**src/rtl/button_mem_writer.sv**
```systemverilog
// button_mem_writer
//   Synchronizes and debounces the active-low left/right/start keys, and
//   publishes each debounced level change as a one-word memory write. The
//   write goes through a request/grant port so the CPU can poll the keys with
//   plain loads.
//
// Ports
//   clk                      system clock
//   reset                    asynchronous, active-high reset
//   left, right, start       raw keys, active-low, asynchronous to clk
//   mem_grant                arbiter grant, only looked at while in REQ
//   mem_req                  write request (high in REQ and WRITE)
//   mem_we                   write strobe, one cycle per write
//   mem_addr                 registered target address
//   mem_data                 registered write data (bit 0 = pressed)
//   left_lvl, right_lvl,
//   start_lvl                debounced levels, active-high
module button_mem_writer #(
    parameter int WIDTH           = 16,
    parameter int DEBOUNCE_CYCLES = 250000,
    parameter int CNT_BITS        = 18,
    parameter int LEFTP           = 6024,
    parameter int RIGHTP          = 6028,
    parameter int STARTP          = 6032
) (
    input  logic             clk,
    input  logic             reset,
    input  logic             left,
    input  logic             right,
    input  logic             start,
    input  logic             mem_grant,
    output logic             mem_req,
    output logic             mem_we,
    output logic [WIDTH-1:0] mem_addr,
    output logic [WIDTH-1:0] mem_data,
    output logic             left_lvl,
    output logic             right_lvl,
    output logic             start_lvl
);

    // Key index order used by every per-key vector below.
    localparam int unsigned K_LEFT  = 0;
    localparam int unsigned K_RIGHT = 1;
    localparam int unsigned K_START = 2;

    localparam logic [CNT_BITS-1:0] CNT_MAX = CNT_BITS'(DEBOUNCE_CYCLES - 1);

    typedef enum logic [1:0] {
        IDLE  = 2'd0,
        REQ   = 2'd1,
        WRITE = 2'd2
    } state_t;

    // ------------------------------------------------------------------
    // Two-flop synchronizer, idles at 1 (released)
    // ------------------------------------------------------------------
    logic [2:0] sync1_q, sync2_q;

    always_ff @(posedge clk or posedge reset) begin
        if (reset) begin
            sync1_q <= '1;
            sync2_q <= '1;
        end else begin
            sync1_q <= {start, right, left};
            sync2_q <= sync1_q;
        end
    end

    // ------------------------------------------------------------------
    // Debouncers: a level change is accepted only after the synced value
    // has disagreed with the current level for DEBOUNCE_CYCLES edges in a
    // row; any agreeing sample restarts the count.
    // ------------------------------------------------------------------
    logic [2:0]          pressed;
    logic [2:0]          lvl_q, lvl_d;
    logic [CNT_BITS-1:0] cnt_q [3];
    logic [CNT_BITS-1:0] cnt_d [3];

    assign pressed = ~sync2_q;

    always_comb begin
        lvl_d = lvl_q;
        for (int unsigned k = 0; k < 3; k++) begin
            cnt_d[k] = cnt_q[k];
            if (pressed[k] == lvl_q[k]) begin
                cnt_d[k] = '0;
            end else if (cnt_q[k] == CNT_MAX) begin
                cnt_d[k] = '0;
                lvl_d[k] = ~lvl_q[k];
            end else begin
                cnt_d[k] = cnt_q[k] + CNT_BITS'(1);
            end
        end
    end

    always_ff @(posedge clk or posedge reset) begin
        if (reset) begin
            lvl_q <= '0;
            for (int unsigned k = 0; k < 3; k++) cnt_q[k] <= '0;
        end else begin
            lvl_q <= lvl_d;
            for (int unsigned k = 0; k < 3; k++) cnt_q[k] <= cnt_d[k];
        end
    end

    assign left_lvl  = lvl_q[K_LEFT];
    assign right_lvl = lvl_q[K_RIGHT];
    assign start_lvl = lvl_q[K_START];

    // ------------------------------------------------------------------
    // Pending flags: set the cycle after a level toggles (edge detect
    // against the previous level), cleared when that key's write leaves
    // WRITE. A toggle on the clearing edge keeps the flag set.
    // ------------------------------------------------------------------
    state_t     state_q;
    logic [2:0] sel_q;
    logic [2:0] lvl_prev_q;
    logic [2:0] pend_q, pend_d;
    logic [2:0] toggled, clr;

    assign toggled = lvl_q ^ lvl_prev_q;
    assign clr     = (state_q == WRITE) ? sel_q : '0;

    always_comb begin
        pend_d = (pend_q & ~clr) | toggled;
    end

    always_ff @(posedge clk or posedge reset) begin
        if (reset) begin
            lvl_prev_q <= '0;
            pend_q     <= '0;
        end else begin
            lvl_prev_q <= lvl_q;
            pend_q     <= pend_d;
        end
    end

    // ------------------------------------------------------------------
    // Writer FSM with registered outputs. Address/data are latched from
    // the current level on leaving IDLE, so later changes produce a
    // follow-up write instead of altering this one.
    // ------------------------------------------------------------------
    logic             req_q, we_q;
    logic [WIDTH-1:0] addr_q, data_q;

    always_ff @(posedge clk or posedge reset) begin
        if (reset) begin
            state_q <= IDLE;
            req_q   <= 1'b0;
            we_q    <= 1'b0;
            addr_q  <= '0;
            data_q  <= '0;
            sel_q   <= '0;
        end else begin
            case (state_q)
                IDLE: begin
                    req_q <= 1'b0;
                    we_q  <= 1'b0;
                    if (|pend_q) begin
                        state_q <= REQ;
                        req_q   <= 1'b1;
                        if (pend_q[K_START]) begin
                            addr_q <= WIDTH'(STARTP);
                            data_q <= {{(WIDTH-1){1'b0}}, lvl_q[K_START]};
                            sel_q  <= 3'b100;
                        end else if (pend_q[K_LEFT]) begin
                            addr_q <= WIDTH'(LEFTP);
                            data_q <= {{(WIDTH-1){1'b0}}, lvl_q[K_LEFT]};
                            sel_q  <= 3'b001;
                        end else begin
                            addr_q <= WIDTH'(RIGHTP);
                            data_q <= {{(WIDTH-1){1'b0}}, lvl_q[K_RIGHT]};
                            sel_q  <= 3'b010;
                        end
                    end
                end
                REQ: begin
                    req_q <= 1'b1;
                    if (mem_grant) begin
                        state_q <= WRITE;
                        we_q    <= 1'b1;
                    end
                end
                WRITE: begin
                    state_q <= IDLE;
                    req_q   <= 1'b0;
                    we_q    <= 1'b0;
                end
                default: begin
                    state_q <= IDLE;
                    req_q   <= 1'b0;
                    we_q    <= 1'b0;
                end
            endcase
        end
    end

    assign mem_req  = req_q;
    assign mem_we   = we_q;
    assign mem_addr = addr_q;
    assign mem_data = data_q;

endmodule

```
**config.mk**
```make
export PLATFORM = sky130hd
export DESIGN_NAME = button_mem_writer
export DESIGN_NICKNAME = d
export VERILOG_FILES = /design/src/rtl/button_mem_writer.sv
export SDC_FILE = /design/constraint.sdc
export NUM_CORES = 1
export LEC_CHECK = 0
export CORE_MARGIN = 1.5
export CORE_UTILIZATION = 55
export DETAILED_ROUTE_END_ITERATION = 12
export MAX_ROUTING_LAYER = met4
export PLACE_DENSITY = 0.78
export SKIP_CTS_REPAIR_TIMING = 1
export SLEW_MARGIN = 15
export SYNTH_ARGS = -nofsm -noshare
export SYNTH_HDL_FRONTEND = slang
export SYNTH_SLANG_ARGS = --single-unit
```
**constraint.sdc**
```tcl
create_clock -name clk -period 6.65 [get_ports clk]
set_input_delay 0.665 -clock clk [delete_from_list [all_inputs] [get_ports clk]]
set_output_delay 0.665 -clock clk [all_outputs]
set_load 0.03 [all_outputs]
```
Word level (Yosys, flattened, before mapping):

Cells that the tools add are included.

* bits in registers: 108
* output and inout bits: 37
* input port bits: 6
* word-level logic and storage cells: 67

* equal/unequal tests: 10
* reductions and logical operators: 7
* mux-type cells: 20
* bitwise gates (word level): 11
* $add $sub $neg: 3

Operators by type and width (count)
* $mux 18: 6
* $add 18x1->18 const B: 3
* $eq 18x18->1 const B: 3
* $reduce_and 2->1: 5
* $mux 3: 3
* $mux 2: 3
* $not 1->1: 6
* $not 3->3: 2
* $mux 1: 5
* $mux 5: 1
* $ne 2x2->1 const B: 2
* $pmux 2 s2: 1
* $and 3x3->3: 1
* $eq 1x1->1: 3
* $or 3x3->3: 1
* $reduce_or 3->1: 1
* $xor 3x3->3: 1
* $eq 2x1->1 const B: 1
* $eq 2x2->1 const B: 1
* $logic_not 2->1: 1
* $pmux 1 s2: 1

Depth between registers and ports, before layout:

Gate-level depths: netlist of the first run.

* depth after elaboration: 5
* gate-level depth with buffers: 6
* gate-level depth less buffers: 5

Least setup slack after synthesis of the first run:

OpenSTA, ideal clock, no wires.

* kind: reg2reg
* from: register cnt_q[18] (netlist bit)
* to: register cnt_q[26] (netlist bit)
* required time: 6.531 ns
* data arrival time: 1.579 ns
* cell stages (with the launch flop): 7
* setup slack: 4.952 ns
* library setup time: 0.119 ns
* buffers on the path: 1
* cells stage by stage: dfrtp_1 -> ha_1 -> nand3_1 -> or3_1 -> o21ai_2 -> buf_4 -> nor2_1

RTL lines
* start, declared: RTL line 76 `logic [CNT_BITS-1:0] cnt_q [3];`

Final worst setup path of the first run:

* from: register lvl_q[1]
* to: output right_lvl

RTL lines
* start, declared: RTL line 75 `logic [2:0] lvl_q, lvl_d;`
* start signal, assigned: RTL line 101 `lvl_q <= lvl_d;`
* end, declared: RTL line 37 `output logic right_lvl,`

No word-level cell between the ends.

==> impl_metrics.py, run 1 <==
metrics = {
    "status": {
        "status": "finished clean",
    },
    "layout": {
        "drive_gt1_share_pct": 8.37,
        "multiInputGateArea_um2": 1620,
        "fin_nets": 410,
        "layoutNonFillerInstCount": 486,
        "nFillCells": 556,
        "area_growth_pct": 7.84,
        "antenna_cells": 0,
        "seq_area_um2": 1980,
    },
    "placed_design": {
        "port_buffers": 19,
        "dp_hpwl_um": 4380,
        "dpl.cell_count": 470,
        "pre_cts_ws_ns": 4.64,
        "gp_congestion": 0.842,
    },
    "yosys": {
        "muxShareOfSynthArea_pct": 0.849,
        "synth_xor_xnor_area_share_pct": 11.4,
        "ys.flop_type": "dfrtp_1",
        "synth.most_common_cell": "dfrtp_1",
        "syn_area_per_cell_um2": 10.0,
        "syn_inst": 382,
        "yosys.area.top_type": "dfrtp_1",
        "yosysTopAreaCellShare_pct": 47.7,
        "ys_types": 36,
        "synth_seq_area_share_pct": 51.8,
        "yosys_warnings": 0,
        "synth_area_leaders": "dfrtp_1 48%, xnor2_1 10%, buf_4 6.1%, nor2_1 6.1%, dfstp_2 4.1%",
        "ys_top_cells_by_count": "73 x dfrtp_1, 62 x nor2_1, 44 x xnor2_1",
        "ys_ff_latch": 79,
        "synth_edf_count": 0,
        "ys_async_sr_fraction_pct": 100,
        "yosys.area_share.simple_pct": 23.4,
        "synth_top_family_by_area": "simple AND/OR/NAND/NOR gates",
        "synth_area_um2": 3830,
        "synth_compound_area_share_pct": 3.43,
        "synth-adder-area-share_pct": 0.980,
    },
    "grt": {
        "antenna_found_initial": 0,
        "grt_pass1_vias": 2397,
        "grt_max_degree": 80,
        "grt-ovfl-total": 0,
        "grt_pass1_wl_um": 11100,
        "grtUsageTotal_pct": 19.5,
    },
    "setup_path": {
        "worstPathArrival_ns": 1.54,
        "cp_cell_sequence": "clkdlybuf4s50_1",
        "endpoint_kind": "output pin",
        "critPathKind": "reg -> out",
        "required_ns": 5.98,
        "path_buf_inv": 1,
        "cp_slowest_stage_delay_ns": 0.72,
        "cp_slowest_cell": "clkdlybuf4s50_1",
        "crit_family": "buffers and inverters",
        "critPathLaunchType": "flop",
        "path_max_fanout": 6,
    },
    "clock_network": {
        "clk_latency_ns": 0.35,
        "cts-root-buf": "clkbuf_8",
        "clockBufferDepth": 2,
        "cts.clk_slew.worst_paths_ns": 0.08,
        "cts-htree-levels": 3,
        "clock_sinks": 79,
        "cts_tree": "built",
        "cts_buffers": 9,
    },
    "power": {
        "p_sw_mw": 0.220,
        "ir_drop_mv": 0.126,
        "p_leak_nw": 1.69,
        "sw_frac_of_total_pct": 25.8,
        "p_per_area_nw_per_um2": 206,
        "clockPowerShare_pct": 36.8,
        "power_frac_comb_pct": 5.2,
        "pwr-share-seq_pct": 58.0,
        "internal_power_mw": 0.631,
    },
    "floorplan": {
        "chipWidth_um": 86.4,
        "rows": 30,
        "start_util_pct": 56.7,
        "core_um2": 6760,
        "die_area_um2": 7470,
        "io_pins": 43,
        "fp.dieH_um": 86.4,
    },
    "timing": {
        "setup_slack_ns": 4.44,
        "skew_ns": 0.00744,
        "rsz0062_at_grt": "no",
        "worst_slew_pin_slew_ns": 0.948,
        "fin_crit_ns": 2.21,
        "setup_viol": 0,
        "hold_slack_ns": 0.359,
        "min_period_over_period_pct": 33.2,
        "maxSlewViolCount": 0,
        "maxClockFrequency_mhz": 453,
        "fin_setup_tns_ns": 0,
        "hold_viol": 0,
        "relSlewSlack_pct": 36.8,
    },
    "detailed_routing": {
        "wl_per_cell_um": 13.1,
        "ant_nets": 0,
        "drtIter0Drc": 123,
        "drc": 0,
        "firstDrtPassIters": 4,
        "num_vias": 2557,
        "viasPerCell": 5.26,
        "drt_wl_total_um": 6370,
    },
    "job": {
        "max_cap_viol_count": 0,
    },
    "worst_hold_path": {
        "min_path_type": "reg -> reg",
    },
}
==> cell families after synthesis <==
kind of cell	Yosys count
other	1
XOR/XNOR	50
AO/OA/AOI/OAI	21
buffers and inverters	49
multiplexers	3
AND/OR/NAND/NOR	176
adder cells (fa/ha/maj)	3
flip-flops	79
==> per-layer routing <==
metal  GRT usage, %  share of wire (%)
met1           25.1                 47
met2           29.1                 47
met3           4.10                3.1
met4           10.1                2.2
met5              -                  0
==> power by group through the flow <==
| stage | clock [mW] | combinational (mW) | sequential [mW] |
|---|---|---|---|
| after global routing | 0.344 | 0.0505 | 0.495 |
| after global placement | 0 | 0.0442 | 0.503 |
| after detailed placement | 0 | 0.0450 | 0.503 |
| after CTS | 0.321 | 0.0451 | 0.494 |
| after floorplan | 0 | 0.0481 | 0.502 |
| final | 0.313 | 0.0444 | 0.494 |
==> layout make-up <==
cell class | instances | share of cell area (%)
Clock inverter | 7 | 1.15
Timing Repair Buffer | 20 | 4.79
Multi-Input combinational cell | 276 | 39.2
Clock buffer | 9 | 3.00
Sequential cell | 79 | 48.0
Inverter | 15 | 1.36
Tap cell | 80 | 2.42
==> cells in the final DEF, fill, tap and decap left out, types with 11 or more instances in the layout <==
cell type	count
clkdlybuf4s50_1	19
conb_1	23
dfrtp_1	73
inv_1	14
nand2_1	28
nand3_1	19
nand4_1	13
nor2_1	62
nor3_1	11
nor4_1	15
xnor2_1	44
==> registers in the layout (all words and copies together) (netlist names) <==
signal and flops:
lvl_prev_q 3, state_q 2, mem_we 1, sync1_q 3, lvl_q 3, mem_req 1
pend_q 3, mem_addr 3, sync2_q 3, mem_data 1, cnt_q 54, sel_q 2
==> through the flow <==
| stage | util, % | power, mW | area [um2] |
|---|---|---|---|
| after floorplan | - | 0.550 | 3910 |
| after global placement | 58.6 | 0.547 | 3960 |
| after detailed placement | 58.6 | 0.548 | 3960 |
| after CTS | 61.1 | 0.859 | 4130 |
| after global routing | 61.1 | 0.890 | 4130 |
| final | 61.1 | 0.851 | 4130 |
==> path summary, 6_finish.rpt <==
kind / startpoint / end / slack (ns) / cells after the start
max: lvl_q[1] / right_lvl / 4.44 / 1
max reg2reg: cnt_q[18] / cnt_q[21] / 4.63 / 5
min in group asynchronous: reset / cnt_q[45] / 0.92 / 3
min reg2reg: sync1_q[0] / sync2_q[0] / 0.36 / 0
min: sync1_q[0] / sync2_q[0] / 0.36 / 0
max in group asynchronous: reset / cnt_q[26] / 5.12 / 3
(Power assumes the default switching activity.)
==> inputs of run 2 (changes only) <==
- CORE_UTILIZATION: 55 -> 51
- PLACE_DENSITY: 0.78 -> 0.76
- clock period: 6.65 -> 1.88 ns (I/O delays scaled with it)
==> run 2 against run 1 <==
Total power rose to 4.0 times the previous value. Register-to-register slack got worse by 4.5 ns. Non-clock buffer count grew 7. Clock-buffer cell count up 4.
==> impl_metrics.py, run 2 (synthesis gave the netlist of run 1 again) <==
metrics = {
    "layout": {
        "final_common_cell": "dfrtp_1",
        "antenna_cells": 0,
        "drive_gt1_share_pct": 9.69,
        "area_growth_pct": 12.5,
        "final_cell_mix": "73 x dfrtp_1, 62 x nor2_1, 44 x xnor2_1",
        "fin_nets": 417,
        "largest_register_ffs": 54,
        "largest-register": "cnt_q",
    },
    "power": {
        "p_sw_mw": 0.739,
        "sw_frac_of_total_pct": 22.0,
        "clockPowerShare_pct": 42.8,
        "p_per_area_nw_per_um2": 781,
        "power_frac_comb_pct": 5.3,
        "ir_drop_mv": 0.334,
        "pwr-share-seq_pct": 51.9,
        "p_leak_nw": 1.76,
        "internal_power_mw": 2.63,
    },
    "grt": {
        "use_met2_pct": 29.0,
        "use_met1_pct": 24.2,
        "antenna_found_initial": 0,
        "grtUsageTotal_pct": 18.8,
        "grt_pass1_vias": 2505,
        "grt-ovfl-total": 0,
        "top_usage_layer": "met2",
        "grt_pass1_wl_um": 11300,
        "met3_usage_pct": 3.75,
        "grt_max_degree": 33,
    },
    "placed_design": {
        "port_buffers": 19,
        "gp_congestion": 0.895,
        "dp_hpwl_um": 4670,
    },
    "detailed_routing": {
        "firstDrtPassIters": 4,
        "num_vias": 2633,
        "drt_wl_total_um": 6590,
        "drc": 0,
        "ant_nets": 0,
        "drtIter0Drc": 105,
        "viasPerCell": 5.14,
        "wl_per_cell_um": 12.9,
    },
    "setup_path": {
        "worstPathArrival_ns": 1.56,
        "crit_family": "buffers and inverters",
        "required_ns": 1.69,
        "cp_slowest_stage_delay_ns": 0.73,
        "critPathKind": "reg -> out",
        "critPathLaunchType": "flop",
        "rrSetupSlack_ns": 0.16,
        "endpoint_kind": "output pin",
        "cp_slowest_cell": "clkdlybuf4s50_1",
        "path_max_fanout": 6,
        "cp_cell_sequence": "clkdlybuf4s50_1",
        "path_buf_inv": 1,
    },
    "floorplan": {
        "fp.dieH_um": 89.7,
        "io_pins": 43,
        "chipWidth_um": 89.7,
        "rows": 31,
        "core_um2": 7250,
        "die_area_um2": 8040,
        "start_util_pct": 52.8,
    },
    "timing": {
        "rsz0062_at_grt": "no",
        "maxSlewViolCount": 0,
        "setup_viol": 0,
        "skew_ns": 0.00852,
        "hold_viol": 0,
        "fin_crit_ns": 1.75,
        "fin_setup_tns_ns": 0,
        "maxClockFrequency_mhz": 572,
        "hold_slack_ns": 0.187,
        "min_period_over_period_pct": 93.0,
    },
    "clock_network": {
        "clockBufferDepth": 2,
        "cts-htree-levels": 3,
        "clock_sinks": 79,
        "clk_latency_ns": 0.34,
        "cts-root-buf": "clkbuf_8",
        "cts_tree": "built",
        "cts.clk_slew.worst_paths_ns": 0.08,
        "cts_buffers": 9,
    },
    "status": {
        "status": "finished clean",
    },
    "worst_hold_path": {
        "min_path_type": "in -> async",
    },
    "job": {
        "max_cap_viol_count": 0,
    },
}
## run 2: final cells by class
| cell class | instances | area [um2] |
|---|---|---|
| inverters | 15 | 60.1 |
| well taps | 99 | 124 |
| fillers | 625 | 2940 |
| flip-flops and latches | 79 | 1980 |
| clock buffers | 13 | 169 |
| multi-input cells | 276 | 1620 |
| repair buffers | 27 | 288 |
| clock inverters | 3 | 65.1 |
## run 2: per-stage QoR
stage | instance area (um2) | instances | utilization (%) | power [mW] | worst slack [ns]
after floorplan | 3920 | 404 | - | 1.95 | 0.182
after global placement | 4080 | 496 | 56.2 | 1.95 | 0.247
after detailed placement | 4080 | 496 | 56.2 | 1.96 | 0.139
after CTS | 4310 | 512 | 59.4 | 3.40 | 0.116
after global routing | 4310 | 512 | 59.4 | 3.52 | 0.0281
final | 4310 | 512 | 59.4 | 3.37 | 0.131
## run 2: final timing paths
| path | start | to | cells past startpoint |
|---|---|---|---|
| setup / recovery | lvl_q[1] | right_lvl | 1 |
| hold / removal | reset | cnt_q[46] | 2 |
| setup reg to reg | cnt_q[23] | cnt_q[33] | 4 |
| hold reg to reg | sync1_q[2] | sync2_q[2] | 0 |
| max in group asynchronous | reset | sync2_q[2] | 3 |
| min in group clk | left | sync1_q[0] | 1 |
## run 2: routing by layer
layer	vias to the layer above	wire, um
met5	-	0
met4	0	106
met3	10	249
met2	62	3210
met1	1272	3020
li1	1289	-
## run 2: power groups by stage
stage | Sequential (mW) | Combinational [mW] | Clock (mW)
after detailed placement | 1.78 | 0.179 | 0
final | 1.75 | 0.177 | 1.44
after global routing | 1.75 | 0.200 | 1.57
after floorplan | 1.77 | 0.171 | 0
after CTS | 1.75 | 0.180 | 1.47
after global placement | 1.78 | 0.176 | 0
==> inputs of run 3 (changes only) <==
- CORE_UTILIZATION: 51 -> 53
- CTS_BUF_LIST: not set -> sky130_fd_sc_hd__clkbuf_2
- PLACE_DENSITY: 0.76 -> 0.79
==> run 3 against run 2 <==
Register-to-register slack got worse by 0.02 ns. Global-route usage rose by 0.87 points. Sequential share of layout area rose by 0.93 points. Sequential cell count did not move. Via count rose by 1.4%. First-iteration DRC count rose by 67%. Sequential power barely moved. Clock skew rose by 0.018 ns. Critical endpoint is now mem_addr[2]. Highest routed layer unchanged.
==> impl_metrics.py, run 3 (synthesis gave the netlist of run 1 again) <==
metrics = {
    "layout": {
        "seq_area_um2": 1980,
        "largest-register": "cnt_q",
        "fin_util_pct": 61.2,
        "multiInputGateArea_um2": 1620,
        "fin_nets": 422,
        "final_cell_mix": "73 x dfrtp_1, 62 x nor2_1, 44 x xnor2_1",
        "final_common_cell": "dfrtp_1",
        "area_growth_pct": 10.3,
        "nFillCells": 568,
        "largest_register_ffs": 54,
        "drive_gt1_share_pct": 10.3,
        "antenna_cells": 0,
    },
    "clock_network": {
        "clk_latency_ns": 0.52,
        "clock_sinks": 79,
        "cts-root-buf": "clkbuf_2",
        "cts.clk_slew.worst_paths_ns": 0.19,
        "cts_tree": "built",
        "clockBufferDepth": 2,
        "cts-htree-levels": 3,
        "cts_buffers": 9,
    },
    "grt": {
        "grtUsageTotal_pct": 19.7,
        "grt_pass1_wl_um": 11400,
        "grt_pass1_vias": 2458,
        "grt-ovfl-total": 0,
        "antenna_found_initial": 0,
        "grt_max_degree": 43,
    },
    "placed_design": {
        "port_buffers": 19,
        "gp_congestion": 0.877,
        "pre_cts_ws_ns": 0.191,
        "dp_hpwl_um": 4630,
    },
    "timing": {
        "setup_slack_ns": 0.105,
        "maxClockFrequency_mhz": 563,
        "hold_viol": 0,
        "fin_crit_ns": 1.78,
        "maxSlewViolCount": 0,
        "setup_viol": 0,
        "rsz0062_at_grt": "no",
        "skew_ns": 0.0262,
        "min_period_over_period_pct": 94.4,
        "fin_setup_tns_ns": 0,
    },
    "floorplan": {
        "io_pins": 43,
        "core_um2": 6910,
        "rows": 30,
        "start_util_pct": 55.5,
        "fp.dieH_um": 88.0,
        "chipWidth_um": 88.0,
        "die_area_um2": 7740,
    },
    "setup_path": {
        "required_ns": 1.69,
        "path_buf_inv": 1,
        "critPathKind": "reg -> out",
        "cp_slowest_stage_delay_ns": 0.67,
        "crit_family": "buffers and inverters",
        "cp_slowest_cell": "clkdlybuf4s50_1",
        "cp_cell_sequence": "clkdlybuf4s50_1",
        "worstPathArrival_ns": 1.59,
        "endpoint_kind": "output pin",
        "critPathLaunchType": "flop",
        "path_max_fanout": 3,
    },
    "worst_hold_path": {
        "min_path_type": "in -> reg",
    },
    "power": {
        "p_leak_nw": 1.89,
        "ir_drop_mv": 0.324,
        "p_per_area_nw_per_um2": 664,
    },
    "detailed_routing": {
        "viasPerCell": 5.19,
        "ant_nets": 0,
        "drtIter0Drc": 175,
        "firstDrtPassIters": 4,
        "drt_wl_total_um": 6660,
        "drc": 0,
        "wl_per_cell_um": 12.9,
        "num_vias": 2669,
    },
    "job": {
        "max_cap_viol_count": 0,
    },
    "status": {
        "status": "finished clean",
    },
}
-- run 3: worst paths after layout --
path	cells past startpoint	from	to	slack, ns
max in group asynchronous	4	reset	sync1_q[2]	0.76
min in group asynchronous	3	reset	mem_addr[4]	0.52
hold reg to reg	0	sync1_q[2]	sync2_q[2]	0.35
hold / removal	1	left	sync1_q[0]	0.06
setup / recovery	1	sel_q[1]	mem_addr[2]	0.10
setup reg to reg	4	cnt_q[24]	cnt_q[33]	0.14
-- run 3: layout make-up --
type	instances	area share (%)
flip-flops and latches	79	47.0
repair buffers	32	7.76
well taps	96	2.84
inverters	15	1.42
clock inverters	6	1.48
clock buffers	10	1.18
multi-input cells	276	38.3
-- run 3: stage by stage --
stage	total power, mW	cells	cell area [um2]	hold slack, ns
2_1_floorplan	1.95	404	3920	0.192
5_1_grt	2.95	514	4230	0.0209
3_5_place_dp	1.95	496	4070	0.347
4_1_cts	2.84	512	4180	-0.0768
6_report	2.81	514	4230	0.0593
3_3_place_gp	1.95	496	4070	0.346
-- run 3: power by group --
group          total, mW  leakage, nW  internal (mW)  switching, mW
combinational      0.176        0.752         0.0436          0.132
clock              0.881       0.0656          0.307          0.574
sequential          1.75         1.08           1.73         0.0210
-- run 3: worst register-to-register path, stage by stage (launching register included) --
cell and delay (ns):
dfrtp_1 0.51, nand4_4 0.18, or3_4 0.45, or4_1 0.41, a21oi_1 0.15
-- run 3: per-layer routing --
metal | share of wire (%) | GRT usage (%) | vias up
met5 | 0 | - | -
met4 | 1.4 | 9.96 | 0
met3 | 3.8 | 3.68 | 9
met2 | 49 | 29.8 | 67
met1 | 46 | 25.4 | 1277
li1 | - | - | 1316
